## src/rtl/sat_counter.sv

```systemverilog
//------------------------------------------------------------------------------
// Module   : sat_counter
// Brief    : Up-counter that sticks at all-ones; clear has priority over inc.
// Revision : 1.0 - initial release
//------------------------------------------------------------------------------
`default_nettype none

module sat_counter #(
    parameter int W = 16
) (
    input  logic         clk,
    input  logic         rst,
    input  logic         inc,
    input  logic         clr,
    output logic [W-1:0] q
);

    logic [W-1:0] r_q;

    always_ff @(posedge clk) begin
        if (rst || clr) begin
            r_q <= '0;
        end else if (inc && (r_q != '1)) begin
            r_q <= r_q + W'(1);
        end
    end

    assign q = r_q;

endmodule

`default_nettype wire

```

## config.mk

```make
export PLATFORM = sky130hd
export DESIGN_NAME = sat_counter
export DESIGN_NICKNAME = d
export VERILOG_FILES = /design/src/rtl/sat_counter.sv
export SDC_FILE = /design/constraint.sdc
export NUM_CORES = 1
export LEC_CHECK = 0
export ABC_AREA = 1
export CAP_MARGIN = 20
export CORE_MARGIN = 2
export CORE_UTILIZATION = 49
export DETAILED_ROUTE_END_ITERATION = 8
export GPL_TIMING_DRIVEN = 0
export PLACE_DENSITY = 0.77
export SYNTH_ARGS = -nofsm -noshare
export SYNTH_HDL_FRONTEND = slang
export SYNTH_SLANG_ARGS = --single-unit
```

## constraint.sdc

```tcl
create_clock -name clk -period 1.7 [get_ports clk]
set_input_delay 0.255 -clock clk [delete_from_list [all_inputs] [get_ports clk]]
set_output_delay 0.255 -clock clk [all_outputs]
set_load 0.01 [all_outputs]
```

== Word-level counts from Yosys, hierarchy flattened ==
Index checks and enable logic that the tools add are counted.

* Equal/unequal tests: 1
* Add/sub/neg operators: 1
* Reductions and logical operators: 2

{| class="wikitable"
|+ Operator list
! operator !! count
|-
| 16-bit by 1-bit adder with 16-bit output, second input constant || 1
|-
| 16-bit != test, second input constant || 1
|-
| 1-bit logical AND || 1
|-
| 1-bit logical OR || 1
|}

* Output and inout port bits: 16
* Flip-flop bits (word level): 16

== Longest topological paths before layout ==
* Depth in word-level cells: 2
* Mapped depth: 9

== Least setup slack after synthesis ==
Ideal clock, no wire load.

* Path type: register -> register
* Start point: register r_q[1] (netlist: q[1])
* End point: register r_q[13] (netlist: q[13])
* Data arrival time: 1.293 ns
* Data required time: 1.585 ns
* Library setup time: 0.115 ns
* Cell stages (with the launch flop): 8
* Period minus slack after synthesis: 1.408 ns
* Setup slack: 0.292 ns
* Cells stage by stage: dfxtp_1 -> ha_1 -> nand2_1 -> nor2_2 -> nand4_2 -> buf_6 -> a21oi_1 -> nor2_1

* Cells in the longest elaborated chain, start to end: 2
* Elaborated cells between the ends (all ways): 3
* Classes of those cells: add/sub: 1; eq/ne: 1; reduce/logical: 1

{| class="wikitable"
|+ RTL lines
! element !! RTL line !! text
|-
| from (decl) || 18 || <nowiki>logic [W-1:0] r_q;</nowiki>
|-
| from (signal assigned) || 24 || <nowiki>r_q <= r_q + W'(1);</nowiki>
|-
| branches (longest 2 deep; another with 16-bit by 1-bit adder with 16-bit output) || - ||
|}

Several ways; the timed one is not identified.
A chain may end at the register's enable or synchronous reset.

== Final worst setup path ==
* Start point: register r_q[11] (netlist: q[11])
* End point: output q[11]

{| class="wikitable"
|+ RTL lines
! element !! RTL line !! text
|-
| to (decl) || 15 || <nowiki>output logic [W-1:0] q</nowiki>
|}

No word-level cell between the ends.

==> flow_metrics.env <==
export IMPL_cts_resized=0
export IMPL_grt_max_degree=11
export IMPL_clk_pin_slew_worst_paths_ns=0.09
export IMPL_r2r_worst_path_cells=8
export IMPL_cpMaxStageDelayCell="clkdlybuf4s50_1"
export IMPL_insertion_delay_ns=0.29
export IMPL_critPathMaxStageDelay_ns=0.58
export IMPL_total_power_uw=618
export IMPL_r2r_start="q[0]"
export IMPL_drtAntennaViolNets=0
export IMPL_fin_tns_setup_ns=0
export IMPL_grt_first_pass_wirelength_microns=3530
export IMPL_wire_per_inst_microns=10.7
export IMPL_leakage_nw=0.426
export IMPL_path_max_fanout=6
export IMPL_die_h_microns=48.1
export IMPL_relSlewSlack_pct=71.2
export IMPL_cts_tree="done"
export IMPL_hold_viol_final=0
export IMPL_p_switching_uw=140
export IMPL_synth_nets=154
export IMPL_nFillCells=173
export IMPL_worst_path_buf_inv=1
export IMPL_post_cts_buffers=0
export IMPL_p_int_uw=478
export IMPL_combPwrFrac_pct=6.5
export IMPL_routed_wl_microns=2100
export IMPL_rsz0062_at_grt="false"
export IMPL_hold_path_class="reg2reg"
export IMPL_whs_endpoint="q[1]"
export IMPL_synth_cell_types=21
export IMPL_cap_violations=0
export IMPL_power_frac_clock_pct=32.1
export IMPL_io_buffers=19
export IMPL_row_count=15
export IMPL_vias=986
export IMPL_run_status="finished clean"
export IMPL_num_antenna_cells=0
export IMPL_largest_reg_flops=16
export IMPL_vdd_drop_max_mv=0.446
export IMPL_cts_num_sinks=16
export IMPL_crit_arrival_ns=1.30
export IMPL_worst_pin_slew_ns=0.431
export IMPL_final_nets=178
export IMPL_seq_power_share_pct=61.4
export IMPL_hpwl_microns=1620
export IMPL_max_freq_mhz=644
export IMPL_worstHoldStart="q[1]"
export IMPL_fin_crit_sh_pct=91.3
export IMPL_rrSetupSlack_ns=0.21
export IMPL_ys_warnings_count=0
export IMPL_drive_gt1_share_pct=11.1
export IMPL_drtIter0Drc=35
export IMPL_synth_area_sq_um=951
export IMPL_antenna_found_initial=0
export IMPL_path_class="reg2out"
export IMPL_start_kind="flop"
export IMPL_clockBufferDepth=2
export IMPL_gp_congestion=0.852
export IMPL_grt_overflow=0
export IMPL_r2r_end="q[2]"
export IMPL_dr_pass1_iters=4
export IMPL_holdPathStages=2
export IMPL_core_area_sq_mm=0.00178
export IMPL_ys_ff_latch=16
export IMPL_synth_cells=149
export IMPL_slew_viol_final=0
export IMPL_track_usage_pct=22.1
export IMPL_required_ns=1.44
export IMPL_yosysSeqAreaShare_pct=33.7
export IMPL_dieArea_sq_mm=0.00231
export IMPL_ctsHoldBuffers=0
export IMPL_power_per_cell_area_mw_per_mm2=517
export IMPL_cts_buffers=3
export IMPL_drc=0
export IMPL_grt_pass1_vias=845
export IMPL_crit_chain="clkdlybuf4s50_1"
export IMPL_fin_skew_ns=0.00349
export IMPL_crit_family="buffers and inverters"
export IMPL_viasPerCell=5.03
export IMPL_start_util_pct=53.3
export IMPL_finalSetupViolations=0
export IMPL_switching_share_pct=22.7
export IMPL_htreeDepth=1
export IMPL_period_minus_slack_ns=1.55
export IMPL_root_buffer="clkbuf_4"
export IMPL_crit_path_end_kind="primary output"
export IMPL_die_x_microns=48.1
export IMPL_syn2layout_area_growth_pct=25.7
export IMPL_top_level_ports=20
export IMPL_avgSynthCellArea_sq_um=6.38
## through the flow
stage	area, sq um	cells	util, %	worst slack, ns	hold slack [ns]
after floorplan	951	149	-	0.292	0.445
after global placement	1170	193	65.8	0.0439	0.523
after detailed placement	1170	193	65.8	0.0310	0.525
after CTS	1190	196	67.0	0.144	0.539
after global routing	1190	196	67.0	0.0560	0.577
final	1190	196	67.0	0.147	0.539
## cells in the final DEF, fill, tap and decap left out, drive strengths merged
cell type and n:
clkinv 1, dfxtp 16, nor2 41, nand3 14, a21oi 9, nand4 4
clkbuf 3, a21boi 1, inv 13, nor3 1, o21ai 4, clkdlybuf4s50 19
buf 2, ha 1, nand2 42
## area by class of cell
cell class / count / area (sq um) / area share, %
clock buffer: 3 / 22.5 / 1.88
sequential: 16 / 320 / 26.8
multi-input combinational: 117 / 559 / 46.8
buffer: 2 / 18.8 / 1.57
inverter: 14 / 52.6 / 4.40
tap: 25 / 31.3 / 2.62
timing repair buffer: 19 / 190 / 15.9
## synthesized netlist by cell type, drive strengths merged
master / count / share of area, %
inv: 13 / 5.1
o21ai: 4 / 2.5
nor3: 1 / 0.53
clkinv: 1 / 0.39
buf: 2 / 2.0
dfxtp: 16 / 34
nor2: 41 / 20
ha: 1 / 1.3
a21boi: 1 / 0.79
nand3: 14 / 7.4
nand2: 42 / 18
nand4: 4 / 3.3
a21oi: 9 / 4.7
## routing by layer
| layer | part of all wire, % | vias up | track usage (%) |
|---|---|---|---|
| met5 | 0 | - | 0 |
| met3 | 3.6 | 4 | 3.77 |
| met4 | 1.3 | 0 | 9.73 |
| met1 | 48 | 439 | 28.6 |
| met2 | 47 | 23 | 36.0 |
| li1 | - | 520 | - |
## power by group through the flow
stage                     registers (mW)  clock network (mW)  logic (mW)
after floorplan                    0.389                   0      0.0212
after global placement             0.388                   0      0.0393
after detailed placement           0.388                   0      0.0404
after CTS                          0.379               0.199      0.0404
after global routing               0.380               0.211      0.0450
final                              0.379               0.198      0.0403
## cell families after synthesis
group	count (synthesis)	synth area share [%]
simple gates	102	49.5
buf+inv	16	7.50
flops	16	33.7
compound gates	14	8.03
fa+ha+maj	1	1.32
## worst max-delay path by stage
stage,from,to,slack (ns),depth (start not counted)
finish,q[11],q[11],0.15,1
global route,q[0],q[9],0.06,7
CTS,q[11],q[11],0.14,1
detailed placement,inc,q[12],0.03,7
global placement,inc,q[14],0.04,8
floorplan,q[1],q[13],0.29,7
No activity file was read; power rests on OpenSTA's default activity.
==> patch (same settings) <==
Put one more register stage on the output `q`. The value now appears one clock later.
--- a/src/rtl/sat_counter.sv
+++ b/src/rtl/sat_counter.sv
@@ -27,3 +27,5 @@
 
-    assign q = r_q;
+    always_ff @(posedge clk) begin
+        q <= r_q;
+    end
 
Formal check against the unedited RTL: not equivalent (Yosys sat finds a counterexample within 4 cycles, from zero or initial values).
==> patch against the original RTL <==
Sequential cell count rose by 16; clock power is 120% higher; total power rose by 100%; design area is 27% higher; wire length grew 14%; worst setup slack improved by 0.063 ns; die area increased by 27%; area after synthesis is 30% higher; critical path depth grew 6; largest power group unchanged; combinational power fell by 6.5%; sequential power grew 100%.
==> patch: results (changes against the original RTL) <==
Adder-Cell Fraction of Synth Area 1.02% (was 1.32%); P_clk 0.443 mW (was 0.198 mW); metal1 wirelength 994 um (was 1020 um); grt met1 use 20.0% (was 28.6%); IO Port Bufs 19 (unchanged); vias in the first global route 988 (was 845); Top Metal Used met4 (unchanged); post-synth cell types 17 (was 21); Synth top cells by count 42 x nand2_1, 40 x nor2_1, 32 x dfxtp_1, 17 x nand3_1, 12 x inv_1 (was 38 x nand2_1, 34 x nor2_1, 16 x dfxtp_1, 14 x nand3_1, 12 x inv_1); Reg2Reg Launch Point r_q[0] (was q[0]); gr usage total 20.0% (was 22.1%); Hold Crit Class reg2reg (unchanged); Lkg Pwr 0.561 nW (was 0.426 nW); Post-synth ARST share 0% (unchanged); clk buf depth 2 (unchanged); GPL Wtd Cong 0.841 (was 0.852); wire length on met3 125 um (was 75 um); Worst Hold Depth 0 (was 2); Clk Latency, worst-skew pair 0.33 ns (was 0.29 ns); hold endpoint q[15] (was q[1]); GR peak layer met2 (unchanged); R2R cell count 7 (was 8); layout cells sized above 1 7.29% (was 11.1%); WL met2 1210 um (was 980 um); clk_skew 0.00327 ns (was 0.00349 ns); Worst-Margin Slew 0.430 ns (was 0.431 ns); DRT iter0 DRCs 21 (was 35); Reg2Reg Setup Slack 0.21 ns (about the same); Comb group 0.0377 mW (was 0.0403 mW); grt met2 use 35.7% (was 36.0%); Sequential Power 0.757 mW (was 0.379 mW); CP max FO 10 (was 6); final net count 196 (was 178); ant diodes 0 (unchanged); sequential fraction of the synthesis area 52.0% (was 33.7%); min-delay src r_q[15] (was q[1]); root buffer cell clkbuf_4 (unchanged); Switch Pwr 0.262 mW (was 0.140 mW); hpwl dp 1770 um (was 1620 um); post-CTS setup buffer count 0 (unchanged); Most used DFF post-synth dfxtp_1 (unchanged); post-synthesis compound-gate area fraction 5.08% (was 8.03%); met3 Usage GRT 6.11% (was 3.77%); Vias per Instance 5.05 (was 5.03); status finished clean (unchanged); pin count of the biggest net entering global routing 11 (unchanged); Clock H-tree levels 2 (was 1); Syn Nets 170 (was 154); Post-Synth XOR/XNOR Area 0% (unchanged); synth top area cells dfxtp_1 52%, nand2_1 13%, nor2_1 12% (was dfxtp_1 34%, nand2_1 15%, nor2_1 13%); global-route wire length before repair 4050 um (was 3530 um); Post-Route WL 2400 um (was 2100 um); RR Endpoint r_q[10] (was q[2]); CP Data Arrival Time 1.72 ns (was 1.30 ns); Peak VDD IR 734 uV (was 446 uV); multiplexer share of the synthesized area 0% (unchanged); kind of critical path reg2reg (was reg2out); CTS buffer count 5 (was 3)
==> patch: through the flow <==
stage | setup WS (ns) | hold slack, ns | cells | cell area [um2]
final | 0.210 | 0.391 | 222 | 1520
after global routing | 0.0818 | 0.400 | 222 | 1520
after CTS | 0.196 | 0.389 | 222 | 1520
after detailed placement | 0.0947 | 0.376 | 214 | 1460
after global placement | 0.109 | 0.373 | 214 | 1460
after floorplan | 0.399 | 0.364 | 165 | 1230
==> patch: layout make-up <==
class / instances / area [um2]
Sequential cell: 32 / 641
Tap cell: 30 / 37.5
Buffer: 3 / 23.8
Timing Repair Buffer: 19 / 190
Inverter: 12 / 45.0
Fill cell: 231 / 913
Multi-Input combinational cell: 118 / 523
Clock buffer: 8 / 58.8
==> patch: worst max-delay path, stage by stage (launching register included) <==
cell     delay, ns
dfxtp_1       0.42
ha_1          0.19
inv_1         0.04
nor2_1        0.15
nand4_2       0.14
buf_4         0.20
a21oi_1       0.16
nor2_1        0.08
